**config.mk**
```make
export PLATFORM = sky130hd
export DESIGN_NAME = load_store_unit
export DESIGN_NICKNAME = d
export VERILOG_FILES = /design/src/rtl/mips_mem_pkg.sv /design/src/rtl/lsu_lane_align.sv /design/src/rtl/load_store_unit.sv
export SDC_FILE = /design/constraint.sdc
export NUM_CORES = 1
export LEC_CHECK = 0
export BUFFER_PORTS_ARGS = -buffer_cell sky130_fd_sc_hd__buf_2
export CORE_MARGIN = 2
export CORE_UTILIZATION = 56
export CTS_CLUSTER_DIAMETER = 100
export CTS_CLUSTER_SIZE = 8
export DETAILED_ROUTE_END_ITERATION = 10
export PLACE_DENSITY_LB_ADDON = 0.2
export SETUP_SLACK_MARGIN = 0.2
export SYNTH_ARGS = -nofsm -noshare
export SYNTH_HDL_FRONTEND = slang
export SYNTH_SLANG_ARGS = --single-unit
```
**constraint.sdc**
```tcl
create_clock -name clk -period 3.7 [get_ports clk]
set_clock_uncertainty 0.2 [all_clocks]
set_input_delay 0.74 -clock clk [delete_from_list [all_inputs] [get_ports clk]]
set_output_delay 0.74 -clock clk [all_outputs]
set_load 0.01 [all_outputs]
```
**src/rtl/mips_mem_pkg.sv**
```systemverilog
// Shared definitions for the load/store unit: request opcodes, FSM states and small decode helpers.
package mips_mem_pkg;

  typedef enum logic [2:0] {
    OpLw  = 3'd0,
    OpLh  = 3'd1,
    OpLhu = 3'd2,
    OpLb  = 3'd3,
    OpLbu = 3'd4,
    OpSw  = 3'd5,
    OpSh  = 3'd6,
    OpSb  = 3'd7
  } lsu_op_e;

  typedef enum logic [2:0] {
    StIdle,
    StRead,
    StWrite,
    StRmwRead,
    StRmwWrite,
    StResp
  } lsu_state_e;

  function automatic logic is_load(lsu_op_e op);
    return op inside {OpLw, OpLh, OpLhu, OpLb, OpLbu};
  endfunction

  // Word accesses need a 4-byte aligned address, halfword accesses a 2-byte aligned one.
  function automatic logic misaligned(lsu_op_e op, logic [1:0] off);
    logic mis;
    case (op)
      OpLw, OpSw:        mis = |off;
      OpLh, OpLhu, OpSh: mis = off[0];
      default:           mis = 1'b0;
    endcase
    return mis;
  endfunction

endpackage

```
**src/rtl/lsu_lane_align.sv**
```systemverilog
// Big-endian lane handling: extracts and extends load data, and merges sub-word store data.
module lsu_lane_align
  import mips_mem_pkg::*;
(
  input  lsu_op_e     op,
  input  logic [1:0]  offset,
  input  logic [31:0] word,
  input  logic [31:0] wdata,
  output logic [31:0] load_data,
  output logic [31:0] merge_data
);

  logic [15:0] half_sel;
  logic [7:0]  byte_sel;
  logic        unused_wdata;

  assign unused_wdata = ^wdata[31:16];

  always_comb begin
    half_sel = offset[1] ? word[15:0] : word[31:16];
    case (offset)
      2'd0:    byte_sel = word[31:24];
      2'd1:    byte_sel = word[23:16];
      2'd2:    byte_sel = word[15:8];
      default: byte_sel = word[7:0];
    endcase

    load_data = word;
    case (op)
      OpLh:    load_data = {{16{half_sel[15]}}, half_sel};
      OpLhu:   load_data = {16'h0000, half_sel};
      OpLb:    load_data = {{24{byte_sel[7]}}, byte_sel};
      OpLbu:   load_data = {24'h000000, byte_sel};
      default: load_data = word;
    endcase

    merge_data = word;
    case (op)
      OpSh: merge_data = offset[1] ? {word[31:16], wdata[15:0]} : {wdata[15:0], word[15:0]};
      OpSb: begin
        case (offset)
          2'd0:    merge_data = {wdata[7:0], word[23:0]};
          2'd1:    merge_data = {word[31:24], wdata[7:0], word[15:0]};
          2'd2:    merge_data = {word[31:16], wdata[7:0], word[7:0]};
          default: merge_data = {word[31:8], wdata[7:0]};
        endcase
      end
      default: merge_data = word;
    endcase
  end

endmodule

```
**src/rtl/load_store_unit.sv**
```systemverilog
// Load/store unit: one request at a time against a word-wide memory with combinational reads;
// sub-word stores are done as read-modify-write. All outputs are registered.
module load_store_unit
  import mips_mem_pkg::*;
#(
  parameter int unsigned WORDS = 20,
  parameter int unsigned AW    = 32
) (
  input  logic          clk,
  input  logic          reset,
  input  logic          req_valid,
  output logic          req_ready,
  input  logic [2:0]    req_op,
  input  logic [AW-1:0] req_addr,
  input  logic [31:0]   req_wdata,
  output logic          resp_valid,
  input  logic          resp_ready,
  output logic [31:0]   resp_rdata,
  output logic          resp_err,
  output logic [AW-1:0] mem_addr,
  output logic [31:0]   mem_wdata,
  input  logic [31:0]   mem_rdata,
  output logic          mem_read,
  output logic          mem_write
);

  lsu_state_e    state_q, state_d;
  lsu_op_e       op_q, op_d;
  logic [1:0]    off_q, off_d;
  logic [31:0]   wdata_q, wdata_d;
  logic          req_ready_q, req_ready_d;
  logic          resp_valid_q, resp_valid_d;
  logic [31:0]   resp_rdata_q, resp_rdata_d;
  logic          resp_err_q, resp_err_d;
  logic [AW-1:0] mem_addr_q, mem_addr_d;
  logic [31:0]   mem_wdata_q, mem_wdata_d;
  logic          mem_read_q, mem_read_d;
  logic          mem_write_q, mem_write_d;

  lsu_op_e       req_op_e;
  logic [AW-1:0] idx_ext;
  logic          req_err;
  logic [31:0]   load_data;
  logic [31:0]   merge_data;

  assign req_op_e = lsu_op_e'(req_op);
  assign idx_ext  = {2'b00, req_addr[AW-1:2]};
  assign req_err  = misaligned(req_op_e, req_addr[1:0]) || (idx_ext >= AW'(WORDS));

  // Lane logic always sees the live memory word, so both the load result and the
  // RMW merge are captured on the edge that closes the read cycle.
  lsu_lane_align u_lane_align (
    .op         (op_q),
    .offset     (off_q),
    .word       (mem_rdata),
    .wdata      (wdata_q),
    .load_data  (load_data),
    .merge_data (merge_data)
  );

  always_comb begin
    state_d      = state_q;
    op_d         = op_q;
    off_d        = off_q;
    wdata_d      = wdata_q;
    req_ready_d  = req_ready_q;
    resp_valid_d = resp_valid_q;
    resp_rdata_d = resp_rdata_q;
    resp_err_d   = resp_err_q;
    mem_addr_d   = mem_addr_q;
    mem_wdata_d  = mem_wdata_q;
    mem_read_d   = 1'b0;
    mem_write_d  = 1'b0;

    case (state_q)
      StIdle: begin
        if (req_valid) begin
          op_d        = req_op_e;
          off_d       = req_addr[1:0];
          wdata_d     = req_wdata;
          req_ready_d = 1'b0;
          mem_addr_d  = idx_ext;
          if (req_err) begin
            state_d      = StResp;
            resp_valid_d = 1'b1;
            resp_err_d   = 1'b1;
            resp_rdata_d = 32'h0;
          end else if (is_load(req_op_e)) begin
            state_d    = StRead;
            mem_read_d = 1'b1;
          end else if (req_op_e == OpSw) begin
            state_d     = StWrite;
            mem_write_d = 1'b1;
            mem_wdata_d = req_wdata;
          end else begin
            state_d    = StRmwRead;
            mem_read_d = 1'b1;
          end
        end
      end
      StRead: begin
        state_d      = StResp;
        resp_valid_d = 1'b1;
        resp_err_d   = 1'b0;
        resp_rdata_d = load_data;
      end
      StRmwRead: begin
        state_d     = StRmwWrite;
        mem_write_d = 1'b1;
        mem_wdata_d = merge_data;
      end
      StWrite, StRmwWrite: begin
        state_d      = StResp;
        resp_valid_d = 1'b1;
        resp_err_d   = 1'b0;
        resp_rdata_d = 32'h0;
      end
      StResp: begin
        if (resp_ready) begin
          state_d      = StIdle;
          resp_valid_d = 1'b0;
          req_ready_d  = 1'b1;
        end
      end
      default: begin
        state_d      = StIdle;
        resp_valid_d = 1'b0;
        req_ready_d  = 1'b1;
      end
    endcase
  end

  always_ff @(posedge clk or negedge reset) begin
    if (!reset) begin
      state_q      <= StIdle;
      op_q         <= OpLw;
      off_q        <= 2'b00;
      wdata_q      <= 32'h0;
      req_ready_q  <= 1'b1;
      resp_valid_q <= 1'b0;
      resp_rdata_q <= 32'h0;
      resp_err_q   <= 1'b0;
      mem_addr_q   <= '0;
      mem_wdata_q  <= 32'h0;
      mem_read_q   <= 1'b0;
      mem_write_q  <= 1'b0;
    end else begin
      state_q      <= state_d;
      op_q         <= op_d;
      off_q        <= off_d;
      wdata_q      <= wdata_d;
      req_ready_q  <= req_ready_d;
      resp_valid_q <= resp_valid_d;
      resp_rdata_q <= resp_rdata_d;
      resp_err_q   <= resp_err_d;
      mem_addr_q   <= mem_addr_d;
      mem_wdata_q  <= mem_wdata_d;
      mem_read_q   <= mem_read_d;
      mem_write_q  <= mem_write_d;
    end
  end

  assign req_ready  = req_ready_q;
  assign resp_valid = resp_valid_q;
  assign resp_rdata = resp_rdata_q;
  assign resp_err   = resp_err_q;
  assign mem_addr   = mem_addr_q;
  assign mem_wdata  = mem_wdata_q;
  assign mem_read   = mem_read_q;
  assign mem_write  = mem_write_q;

endmodule

```
; ---- Yosys cells after proc, flatten, opt, wreduce, memory -nomap -nowiden
; Index checks and enable logic that the tools add are counted.
[word_totals]
mem_count = 0
rom_bits = 0
latch_bits = 0
ram_bits = 0
out_inout_bits = 101
reg_bits = 123
input_bits = 103
word_cells = 100
[classes]
reduce_logical = 21
n_mux = 39
shift = 0
n_eq_ne = 25
add_sub_neg = 0
magnitude_cmp = 1
n_bitwise = 2
div_mod_pow = 0
multipliers = 0
[ops]
columns = operator, count
row1 = 2-to-1 mux 32 bit, 7
row2 = one-hot mux 32 bit (3 select lines), 2
row3 = one-hot mux 32 bit (2 select lines), 2
row4 = one-hot mux 32 bit (4 select lines), 1
row5 = ">= comparator 30 x 5 -> 1 bit, second input constant", 1
row6 = "equality test 3 bit, second input constant", 8
row7 = one-hot mux 8 bit (3 select lines), 1
row8 = "equality test 3 x 2 -> 1 bit, second input constant", 6
row9 = 2-to-1 mux 16 bit, 1
row10 = 2-to-1 mux 1 bit, 15
row11 = "inequality test 2 bit, second input constant", 6
row12 = one-hot mux 3 bit (4 select lines), 1
row13 = "equality test 3 x 1 -> 1 bit, second input constant", 3
row14 = 2-to-1 mux 3 bit, 3
row15 = AND reduction 3 bit, 3
row16 = logical NOT 3 bit, 2
row17 = one-hot mux 1 bit (2 select lines), 3
row18 = OR reduction 2 bit, 3
row19 = OR reduction 3 bit, 2
row20 = AND reduction 5 bit, 1
row21 = nonzero test 5 bit, 1
row22 = one-hot mux 1 bit (4 select lines), 1
row23 = AND reduction 2 bit, 2
row24 = AND reduction 4 bit, 1
row25 = other kinds (10), 12

; ---- Longest topological paths before layout
; Gate-level depths: netlist of the first run.
[depth]
word_depth = 7
depth_mapped = 7
ltp_nobuf = 5

; ---- Hierarchy
; From an unflattened synthesis of the first run, not the netlist that was laid out.
[hier_totals]
cells_unflattened = 815
area_unflattened_um2 = 7350.8
[modules_own_cells]
columns = module, cells_each, area_each_um2, seq_area_each_um2, n_inst
row1 = load_store_unit, 557, 5632.9, 3479.6, 1
row2 = lsu_lane_align, 258, 1717.9, 0.0, 1

; ---- Worst setup path before layout of the first run
; No wires, ideal clock.
[synth_path]
path_kind = in2reg
start = input req_addr[11]
end = register mem_wdata_q[10] (netlist: mem_wdata[10])
setup_ns = 0.125
t_arrival_ns = 2.156
path_stages = 7
t_required_ns = 3.375
slack_ns = 1.218
path_buffers = 2
cell_sequence = nor4_1 and4_2 o211ai_4 o31a_1 buf_6 buf_12 mux2_4
[synth_between]
elab_chain_len = 4
[synth_lines]
columns = item, line
row1 = from (decl), load_store_unit.sv:14  ; input logic [AW-1:0] req_addr,
row2 = >= comparator 30 x 5 -> 1 bit, load_store_unit.sv:48  ; assign req_err = misaligned(req_op_e, req_addr[1:0]) || (idx_ext >= AW'(WORDS));
row3 = logical OR 1 bit, load_store_unit.sv:48
row4 = inequality test 2 bit (no line), -
row5 = AND reduction 5 bit (no line), -
row6 = to (signal assigned), load_store_unit.sv:157  ; mem_wdata_q <= mem_wdata_d;
row7 = to (decl), load_store_unit.sv:36  ; logic [31:0] mem_wdata_q, mem_wdata_d;
; No other way between the ends.
; A chain may end at the register's enable or synchronous reset.

; ---- Worst setup path in the final report of the first run
[layout_path]
start = input req_op[0]
end = register mem_wdata_q[2] (netlist: mem_wdata[2])
[layout_between]
elab_chain_len = 6
elab_cells_between_ends = 16
classes_between = 9 x eq/ne / 1 x mux / 6 x reduce/logical
[layout_lines]
columns = item, line
row1 = from (decl), load_store_unit.sv:13  ; input logic [2:0] req_op,
row2 = "equality test 3 x 1 -> 1 bit, or another cell as far along", "mips_mem_pkg.sv:25, mips_mem_pkg.sv:31"
row3 = OR reduction 3 bit / OR reduction 2 bit (equally long branches), mips_mem_pkg.sv:31  ; case (op)
row4 = one-hot mux 1 bit (2 select lines), mips_mem_pkg.sv:31
row5 = logical OR 1 bit, load_store_unit.sv:48
row6 = inequality test 2 bit (no line), -
row7 = AND reduction 5 bit (no line) *, -
; Mark *: on every way between the ends. The rest lies on a longest branch, timed or not.

==> summary by stage, run 1 <==
STA
At the pin with the least slew margin, the transition time is 1.14 ns. The worst-case headroom to the max-slew limit is 0.243. Across all hold checks on the routed design, the worst slack comes to 0.267 ns. The shortest clock period the worst path allows after layout is 2.74 ns. Setup violations remaining at the end of the flow were counted as 0. The maximum clock frequency is 365 MHz. The post-route clock period utilization is 0.740. The aggregate negative setup slack is 0 ns. Setup repair after global routing left no endpoint under its margin.

The number of max-slew violations in the final report is 0. The count of final hold-check violations came to 0.

Synthesis
The part of the Yosys area used for sequential elements is 0.464. The count of state elements after synthesis is 123. The warning count from the yosys run is 0. The most frequently used flop master after synthesis is sky130_fd_sc_hd__dfrtp_1. In the synthesized netlist, the number of instances is 713. After synthesis, the cell types taking the most area are sky130_fd_sc_hd__dfrtp_1 46%, sky130_fd_sc_hd__nand2_1 11%, sky130_fd_sc_hd__mux2_4 6.6%. The area fraction of the dominant cell type after synthesis is 0.460. In this run the cell area of the synthesized design comes to 6630 um2. The number of enable-type register cells in the synthesized netlist is 0. After synthesis, the mean cell area works out to 9.30 um2.

The biggest area contributor in the post-synthesis netlist is sky130_fd_sc_hd__dfrtp_1. The number of different library cells in the post-synthesis netlist is 60. The fraction of synthesis flops using an asynchronous set or reset pin is 1.00.

Power and ir drop
Dividing total power by cell area gives a power density of 755 nW/um2. The peak supply drop is 0.423 mV. The leakage component of the power is 4.19 nW.

Worst setup path
The worst register-to-register path ends at mem_wdata[2]$_DFFE_PN0P_. The kind of start point of the critical path is an input port. The data arrival at the endpoint of the critical path is 2.84 ns.

In this run the worst path has a maximum fanout of 33. The register-to-register path setup slack is 1.02 ns. The category of the most critical setup path is in2reg.

The critical path capture point type is a flop. Together, buffers and inverters on the worst path number 1. The data required time at the worst endpoint is 3.80 ns. In this design, the stage delay of the slowest critical-path cell is 0.91 ns.

Traced cell by cell, the critical path runs through buf_2 > nand2b_1 > a21o_1 > o211ai_4 > o31a_2 > mux2_2. On the critical path, the stage with the largest delay is an instance of sky130_fd_sc_hd__o31a_2. The family of cells with the greatest summed delay on the critical path is compound AO/OA/AOI/OAI gates. The launch point of the worst reg-to-reg path is state_q[2]$_DFFE_PN0P_. The total stage count of the critical path is 6. Measured in cells, the most critical reg-to-reg path has a length of 5.

Clock tree
For this design, the sink count on the clock tree is 123. The clock latency at the later pin of the worst-skew pair is 0.42 ns. The H-tree was split into 4 levels. The number of buffers added by the clock tree synthesis step is 17. After clock tree synthesis, the clock-pin slew on the worst setup and hold paths is 0.05 ns.

The cell at the root of the clock tree is sky130_fd_sc_hd__clkbuf_16. The deepest clock path buffer count is 2. Post-CTS repair changed the size of 0 cells. TritonCTS built the clock tree.

Place
The placed cell count is 1015. During placement, the flow inserted port buffers numbering 201. Routability-driven placement finished with a final weighted congestion of 0.939. After legalization and detailed placement, the total HPWL measured 14.0 mm.

Route
The detail route stage leaves a number of antenna-violating nets equal to 0. The total number of vias is 6129. After detailed routing, the average wire length per cell comes to 18.4 um. The via density per instance is 5.85. After detailed routing, the number of remaining DRC violations is 0. The detailed router finished its first iteration with 425 violations.

The number of iterations in the first detailed-routing pass is 5. Summed over all layers, the routed wires come to 19.3 mm.

Floorplan
For this design the top-level I/O count stands at 204. The floorplan step set the die height to 113 um. The initial utilization of the core area, before any placement, comes to 0.578. The die is 113 um wide. The floorplan core area is 11500 um2.

The floorplan step defined a die boundary enclosing 12700 um2. The floorplan has 39 rows.

Finish
For this run, the post-layout net count is 995. Leaving out fill and tap cells, the most frequent cell in the layout is sky130_fd_sc_hd__buf_2. The library cells used most frequently in the layout, excluding fill and tap cells, are 200 x sky130_fd_sc_hd__buf_2, 192 x sky130_fd_sc_hd__nand2_1, 122 x sky130_fd_sc_hd__dfrtp_1, 55 x sky130_fd_sc_hd__nor2_1, 51 x sky130_fd_sc_hd__o21ai_0. The repair_antennas step left the layout with diodes totalling 0. Leaving out filler cells and counting taps, the final layout contains 1048.

Of the cells placed in the final design, the portion with a size suffix greater than 1 is 0.316. The layout overhead on the synthesized area is 24.4%.

Hold path
The startpoint of the worst hold path is mem_addr[0]$_DFFE_PN0P_. The worst hold path belongs to the class reg2reg. Counting instances, the worst hold path has a depth of 2. The worst hold path terminates at mem_addr[0]$_DFFE_PN0P_.

Job
The count of max-cap constraint violations is 0.

Global routing
The first global-routing pass estimated 31.0 mm of wire. The total routing resource utilization after global routing is 0.309. The initial antenna violation count is 0.

Entering global routing, the biggest net connects 64 pins. The leftover overflow at the end of global routing is 0. The number of global-route vias before repair is 5961.

Status
The run finished with clean final reports.
## where the power goes
| part | switching [mW] | total [mW] | internal [mW] |
|---|---|---|---|
| clock network | 0.584 | 1.68 | 1.09 |
| logic | 1.47 | 2.40 | 0.932 |
| registers | 0.406 | 2.15 | 1.75 |
## routing by layer
layer | up-vias | wire length, um | GRT usage
li1 | 2869 | - | -
met1 | 2912 | 8050 | 0.416
met2 | 309 | 9200 | 0.494
met3 | 39 | 1490 | 0.0696
met4 | 0 | 523 | 0.118
met5 | - | 0 | 0
## synth_stat cells (2+ instances only)
library cell / number
sky130_fd_sc_hd__nor3_1: 5
sky130_fd_sc_hd__nand2b_1: 5
sky130_fd_sc_hd__a32oi_1: 3
sky130_fd_sc_hd__a32o_1: 2
sky130_fd_sc_hd__a22o_1: 4
sky130_fd_sc_hd__nor4_1: 5
sky130_fd_sc_hd__nand2_1: 192
sky130_fd_sc_hd__a21o_1: 3
sky130_fd_sc_hd__o22ai_1: 2
sky130_fd_sc_hd__nand3b_1: 2
sky130_fd_sc_hd__o21ai_0: 51
sky130_fd_sc_hd__or2_1: 2
sky130_fd_sc_hd__o31ai_1: 3
sky130_fd_sc_hd__nand4_1: 8
sky130_fd_sc_hd__and3b_1: 2
sky130_fd_sc_hd__a221oi_1: 12
sky130_fd_sc_hd__nor2_1: 55
sky130_fd_sc_hd__mux2_4: 29
sky130_fd_sc_hd__o2bb2ai_1: 31
sky130_fd_sc_hd__a31oi_1: 2
sky130_fd_sc_hd__buf_4: 3
sky130_fd_sc_hd__a21oi_1: 27
sky130_fd_sc_hd__clkbuf_1: 33
sky130_fd_sc_hd__nand3_1: 6
sky130_fd_sc_hd__nor3b_1: 12
sky130_fd_sc_hd__buf_12: 3
sky130_fd_sc_hd__xor2_1: 2
sky130_fd_sc_hd__mux2i_1: 30
sky130_fd_sc_hd__and4_2: 2
sky130_fd_sc_hd__dfrtp_1: 122
sky130_fd_sc_hd__mux2_2: 4
sky130_fd_sc_hd__inv_1: 4
sky130_fd_sc_hd__buf_2: 9
sky130_fd_sc_hd__o221ai_1: 7
sky130_fd_sc_hd__buf_1: 6
## flip-flops by register name (all words and copies together), names as in the netlist
register    flops
resp_err        1
mem_write       1
wdata_q        16
op_q            3
resp_valid      1
mem_wdata      32
resp_rdata     32
off_q           2
state_q         3
mem_addr       30
req_ready       1
mem_read        1
## final cells by class
cell class / instances / area [um2]
flip-flops and latches: 123 / 3080
well taps: 143 / 179
clock inverters: 7 / 116
inverters: 4 / 15.0
repair buffers: 214 / 1120
clock buffers: 25 / 475
multi-input cells: 532 / 3270
fillers: 903 / 3220
## stage by stage
stage / power (mW) / setup WS [ns] / area [um2] / util
2_1_floorplan: 3.69 / 1.22 / 6640 / -
5_1_grt: 6.60 / 0.896 / 8250 / 0.720
3_5_place_dp: 4.52 / 0.558 / 7650 / 0.667
3_3_place_gp: 4.45 / 0.553 / 7650 / 0.667
6_report: 6.23 / 0.962 / 8250 / 0.720
4_1_cts: 6.21 / 0.991 / 8250 / 0.720
## how the worst max path moves through the flow
| stage | startpoint | endpoint | slack (ns) |
|---|---|---|---|
| 6_report | req_op[0] | mem_wdata[2]$_DFFE_PN0P_ | 0.96 |
| 5_1_grt | op_q[0]$_DFFE_PN0P_ | resp_rdata[5]$_DFFE_PN0P_ | 0.90 |
| 4_1_cts | req_op[0] | mem_wdata[2]$_DFFE_PN0P_ | 0.99 |
| 3_5_place_dp | req_addr[21] | mem_wdata[5]$_DFFE_PN0P_ | 0.56 |
| 3_3_place_gp | req_addr[21] | mem_wdata[20]$_DFFE_PN0P_ | 0.55 |
| 2_1_floorplan | req_addr[11] | mem_wdata[10]$_DFFE_PN0P_ | 1.22 |
## worst min-delay path, stage by stage, from the launching register on
cell and delay [ns]:
sky130_fd_sc_hd__dfrtp_1 0.33, sky130_fd_sc_hd__nand2_1 0.05, sky130_fd_sc_hd__nand2_1 0.06
## logic make-up (layout without fill, tap and decap cells)
logic type	after synthesis	in the layout	share of synthesized area
DFF	123	123	0.464
muxes	64	64	0.121
buffers and inverters	59	250	0.0453
AOI/OAI and AO/OA	159	159	0.166
and+or+nand+nor	304	304	0.199
xor gates and xnor gates	3	3	0.00396
other	1	2	0.000565
## what timing repair did
| item | 4_1_cts | 5_1_grt |
|---|---|---|
| buffers inserted | 0 | 0 |
| hold endpoints to repair | 15 | 0 |
| hold buffers | 1 | 0 |
Power figures use the tool's default switching activity.
==> run 2, diff against run 1 <==
--- a/config.mk
+++ b/config.mk
@@ -5,9 +5,10 @@
 export SDC_FILE = /design/constraint.sdc
 export NUM_CORES = 1
 export LEC_CHECK = 0
+export ABC_AREA = 1
 export BUFFER_PORTS_ARGS = -buffer_cell sky130_fd_sc_hd__buf_2
 export CORE_MARGIN = 2
-export CORE_UTILIZATION = 56
+export CORE_UTILIZATION = 53
 export CTS_CLUSTER_DIAMETER = 100
 export CTS_CLUSTER_SIZE = 8
 export DETAILED_ROUTE_END_ITERATION = 10
==> constraint.sdc (replaced) <==
create_clock -name clk -period 2.84 [get_ports clk]
set_clock_uncertainty 0.2 [all_clocks]
set_input_delay 0.568 -clock clk [delete_from_list [all_inputs] [get_ports clk]]
set_output_delay 0.568 -clock clk [all_outputs]
set_load 0.01 [all_outputs]
==> run 2 against run 1 <==
Against the previous run:
- non-clock buffer count is 12 higher
- routed wire length is 17% higher
- die area is 13% higher
- cell count is 34% higher
- synthesized area is 7.5% higher
- hold slack worse by 0.11 ns
- design area is 6.2% higher
- first-iteration DRC count is 86% higher
- setup slack worse by 0.40 ns
- clock power is 18% higher
- via count is 25% higher
- critical endpoint is now mem_wdata[6]$_DFFE_PN0P_
- critical path depth is 1 higher
==> summary by stage, run 2 <==
STA
The worst pin sits at a relative slew slack of 0.535. Setup repair after global routing left no endpoint under its margin. The slack of the critical path is 0.564 ns.

The shortest clock period the worst path allows after layout is 2.28 ns. At the pin with the least slew margin, the transition time is 0.695 ns. The count of final hold-check violations was 0. Across all hold checks on the routed design, the worst slack comes to 0.156 ns. The number of setup violations in the final report is 0. In the final timing run, aggregate negative setup slack is 0 ns. The number of max-slew violations in the final report is 0. The maximum clock frequency is 439 MHz. In the finished design, the share of the clock period the worst path needs comes to 0.801.

Power and ir drop
The peak supply drop is 0.617 mV. The ratio of total power to cell area is 975 nW/um2. The net switching fraction of the power is 0.437. Of the total power, the clock network draws 0.233. Of the total power, registers draw 0.317. Of the total power, combinational logic draws 0.450. The leakage component of the power is 4.96 nW.

The total net switching power is 3.73 mW. The internal cell power is 4.81 mW.

Synthesis
After synthesis, the share of cell area in mux cells is 0. The warning count from the yosys run is 0. The part of the Yosys area used for sequential elements is 0.432. The fraction of synthesis flops using an asynchronous set or reset pin is 1.00. The area fraction of the dominant cell type after synthesis is 0.428. The most numerous cell in the Yosys netlist is sky130_fd_sc_hd__nand2_1. Yosys attributes the largest share of cell area to sky130_fd_sc_hd__dfrtp_1 43%, sky130_fd_sc_hd__nand2_1 22%, sky130_fd_sc_hd__o21ai_0 5.8%. Synthesis instantiated 29 different standard cells from the library. A synthesized cell averages 6.88 um2. Of the total synthesized cell area, the portion taken by XOR and XNOR cells is 0. The count of state elements after synthesis is 123. The fraction of the mapped netlist area in compound gates was 0.146.

The cell area that synthesis handed to floorplanning was 7130 um2. The synthesized design contains 0 enable-type register cells. Synthesis handed over a netlist of 1036 instances. The synthesized-area fraction occupied by and/or/nand/nor cells is 0.333. The post-synthesis cell type with the largest combined area is sky130_fd_sc_hd__dfrtp_1. The adder-cell area share of the yosys netlist is 0. The most frequently used flop master after synthesis is sky130_fd_sc_hd__dfrtp_1. Ranked by instance count, the synthesized netlist is headed by 418 x sky130_fd_sc_hd__nand2_1, 122 x sky130_fd_sc_hd__dfrtp_1, 83 x sky130_fd_sc_hd__o21ai_0. After synthesis, the largest family of logic cells by area is simple AND/OR/NAND/NOR gates.

Route
For this run, the detailed router's first-pass iteration total came to 5. After detailed routing, the total wire length is 22.6 mm. For this run, design rule violations remaining after detail routing come to 0. The violation count after the first detailed-route iteration is 790. After detailed routing, the number of vias per cell comes to 5.43.

The final route contains 7632 vias. In the final routed layout, each cell accounts on average for 16.1 um. The final antenna-violating net count is 0.

Global routing
Entering global routing, the biggest net connects 58 pins. The number of global-route vias before repair came to 7159. The first-pass GRT wire length is 36.2 mm.

The initial antenna violation count was 2. In the global route stage, overall resource usage came out at 0.322. The leftover overflow at the end of global routing is 0.

Finish
The layout overhead on the synthesized area is 23.0%. The top cell types in the final layout, fill and taps aside, are 417 x sky130_fd_sc_hd__nand2_1, 200 x sky130_fd_sc_hd__buf_2, 122 x sky130_fd_sc_hd__dfrtp_1, 83 x sky130_fd_sc_hd__o21ai_0, 78 x sky130_fd_sc_hd__nor2_1. Counting the fill cells in the layout gives 1218.

After routing the design area is 8760 um2. The antenna cell count is 0. After the last flow step, the layout net total stands at 1324. In the final layout, the share of cells above drive strength 1 is 0.224.

The most common cell after layout, fill and taps aside is sky130_fd_sc_hd__nand2_1.

Place
Detailed placement ended at an HPWL of 16.6 mm. The worst slack at placement is 0.451 ns. The congestion estimate from routability-driven global placement came to 1.01.

The number of buffers added on ports is 201. Once placement finished, the instance area stood at 8220 um2.

Clock tree
At the later pin of the worst-skew pair, clock insertion delay measures 0.42 ns. Counting the buffers created by CTS gives 17. After clock tree synthesis, the clock-pin slew on the worst setup and hold paths is 0.05 ns.

The number of hold buffers added after CTS was 1. The TritonCTS clock tree is built. The deepest clock path buffer count is 2. The clock sink count is 123. Once the clock tree was built, the resizer swapped 0 gates to a different size. In this run the number of H-tree levels came out at 4. The tree is rooted in a sky130_fd_sc_hd__clkbuf_16.

Buffers added to address setup during post-CTS repair amount to 0.

Worst setup path
The critical path is of the reg2reg type. The data arrival at the endpoint of the critical path is 2.37 ns. STA classifies the critical path endpoint as a flop. The critical path launch point is off_q[1]$_DFFE_PN0P_. The highest fanout seen on the critical path is 23. The startpoint identified for the worst register-to-register timing path is off_q[1]$_DFFE_PN0P_.

STA puts the critical path data required time at 2.94 ns. The worst setup path is launched from a flop.

Floorplan
The die footprint is 14400 um2. The height of the die is 120 um. The number of top-level design ports is 204. The initialized floorplan defines 42 standard-cell rows. The x dimension of the die is 120 um. After floorplanning, the core was sized to cover 13200 um2.

The starting density of the core is 0.540.

Hold path
The startpoint of the worst hold path is req_addr[3]. The worst min-delay path class is in2reg.

Status
The flow ran to the end, and the final reports show no timing, DRC or antenna violations.

Job
The tool flagged a number of max-cap violations equal to 0.
-- run 2: cell count changes in the layout (fill, tap and decap cells not counted), moves of 23 or more --
cell / delta
sky130_fd_sc_hd__mux2_4: -29
sky130_fd_sc_hd__nand2_1: +225
sky130_fd_sc_hd__nor2_1: +23
sky130_fd_sc_hd__mux2i_1: -30
sky130_fd_sc_hd__inv_1: +68
sky130_fd_sc_hd__nand3_1: +60
sky130_fd_sc_hd__o211ai_1: +32
sky130_fd_sc_hd__o21ai_0: +32
sky130_fd_sc_hd__o2bb2ai_1: -31
-- run 2: area by class of cell --
type,instances,area (um2),area share
Clock buffer,24,492,0.0561
Clock inverter,3,40.0,0.00457
Tap cell,176,220,0.0251
Inverter,80,300,0.0343
Timing Repair Buffer,226,1210,0.138
Multi-Input combinational cell,773,3420,0.390
Sequential cell,123,3080,0.351
-- run 2: critical path: stages, from the launching register on --
cell,delay (ns)
sky130_fd_sc_hd__dfrtp_1,0.62
sky130_fd_sc_hd__nand2_1,0.54
sky130_fd_sc_hd__o211ai_1,0.34
sky130_fd_sc_hd__nand3_1,0.16
sky130_fd_sc_hd__o21ai_0,0.11
sky130_fd_sc_hd__inv_1,0.06
sky130_fd_sc_hd__nand2_1,0.06
sky130_fd_sc_hd__nand2_1,0.06
-- run 2: final timing paths --
kind / end / cells past startpoint / slack [ns]
setup / recovery: mem_wdata[6]$_DFFE_PN0P_ / 7 / 0.56
hold / removal: mem_addr[1]$_DFFE_PN0P_ / 3 / 0.16
setup reg to reg: mem_wdata[6]$_DFFE_PN0P_ / 7 / 0.56
hold reg to reg: mem_addr[10]$_DFFE_PN0P_ / 2 / 0.27
max in group asynchronous: mem_wdata[7]$_DFFE_PN0P_ / 3 / 1.29
min in group asynchronous: resp_rdata[16]$_DFFE_PN0P_ / 2 / 0.42
-- run 2: per-stage QoR --
step,instances,utilization,power [mW]
2_1_floorplan,1037,-,5.33
3_3_place_gp,1377,0.623,6.41
3_5_place_dp,1377,0.623,6.46
4_1_cts,1405,0.664,8.49
5_1_grt,1405,0.664,9.19
6_report,1405,0.664,8.54
-- run 2: kinds of logic after synthesis --
group | count (synthesis)
other | 1
DFF | 123
and+or+nand+nor | 585
AOI/OAI and AO/OA | 186
buffers and inverters | 141
-- run 2: layer usage --
metal | track usage | wire, um | vias to the layer above
met5 | 0 | 13 | -
met4 | 0.128 | 747 | 2
met3 | 0.0908 | 2310 | 55
met2 | 0.502 | 10200 | 445
met1 | 0.425 | 9300 | 3445
li1 | - | - | 3685
-- run 2: power by group through the flow --
stage / Sequential (mW) / Clock (mW) / Combinational, mW
CTS: 2.70 / 2.02 / 3.77
detailed placement: 2.70 / 0 / 3.76
finish: 2.71 / 1.99 / 3.85
global route: 2.77 / 2.11 / 4.31
global placement: 2.71 / 0 / 3.70
floorplan: 2.80 / 0 / 2.53
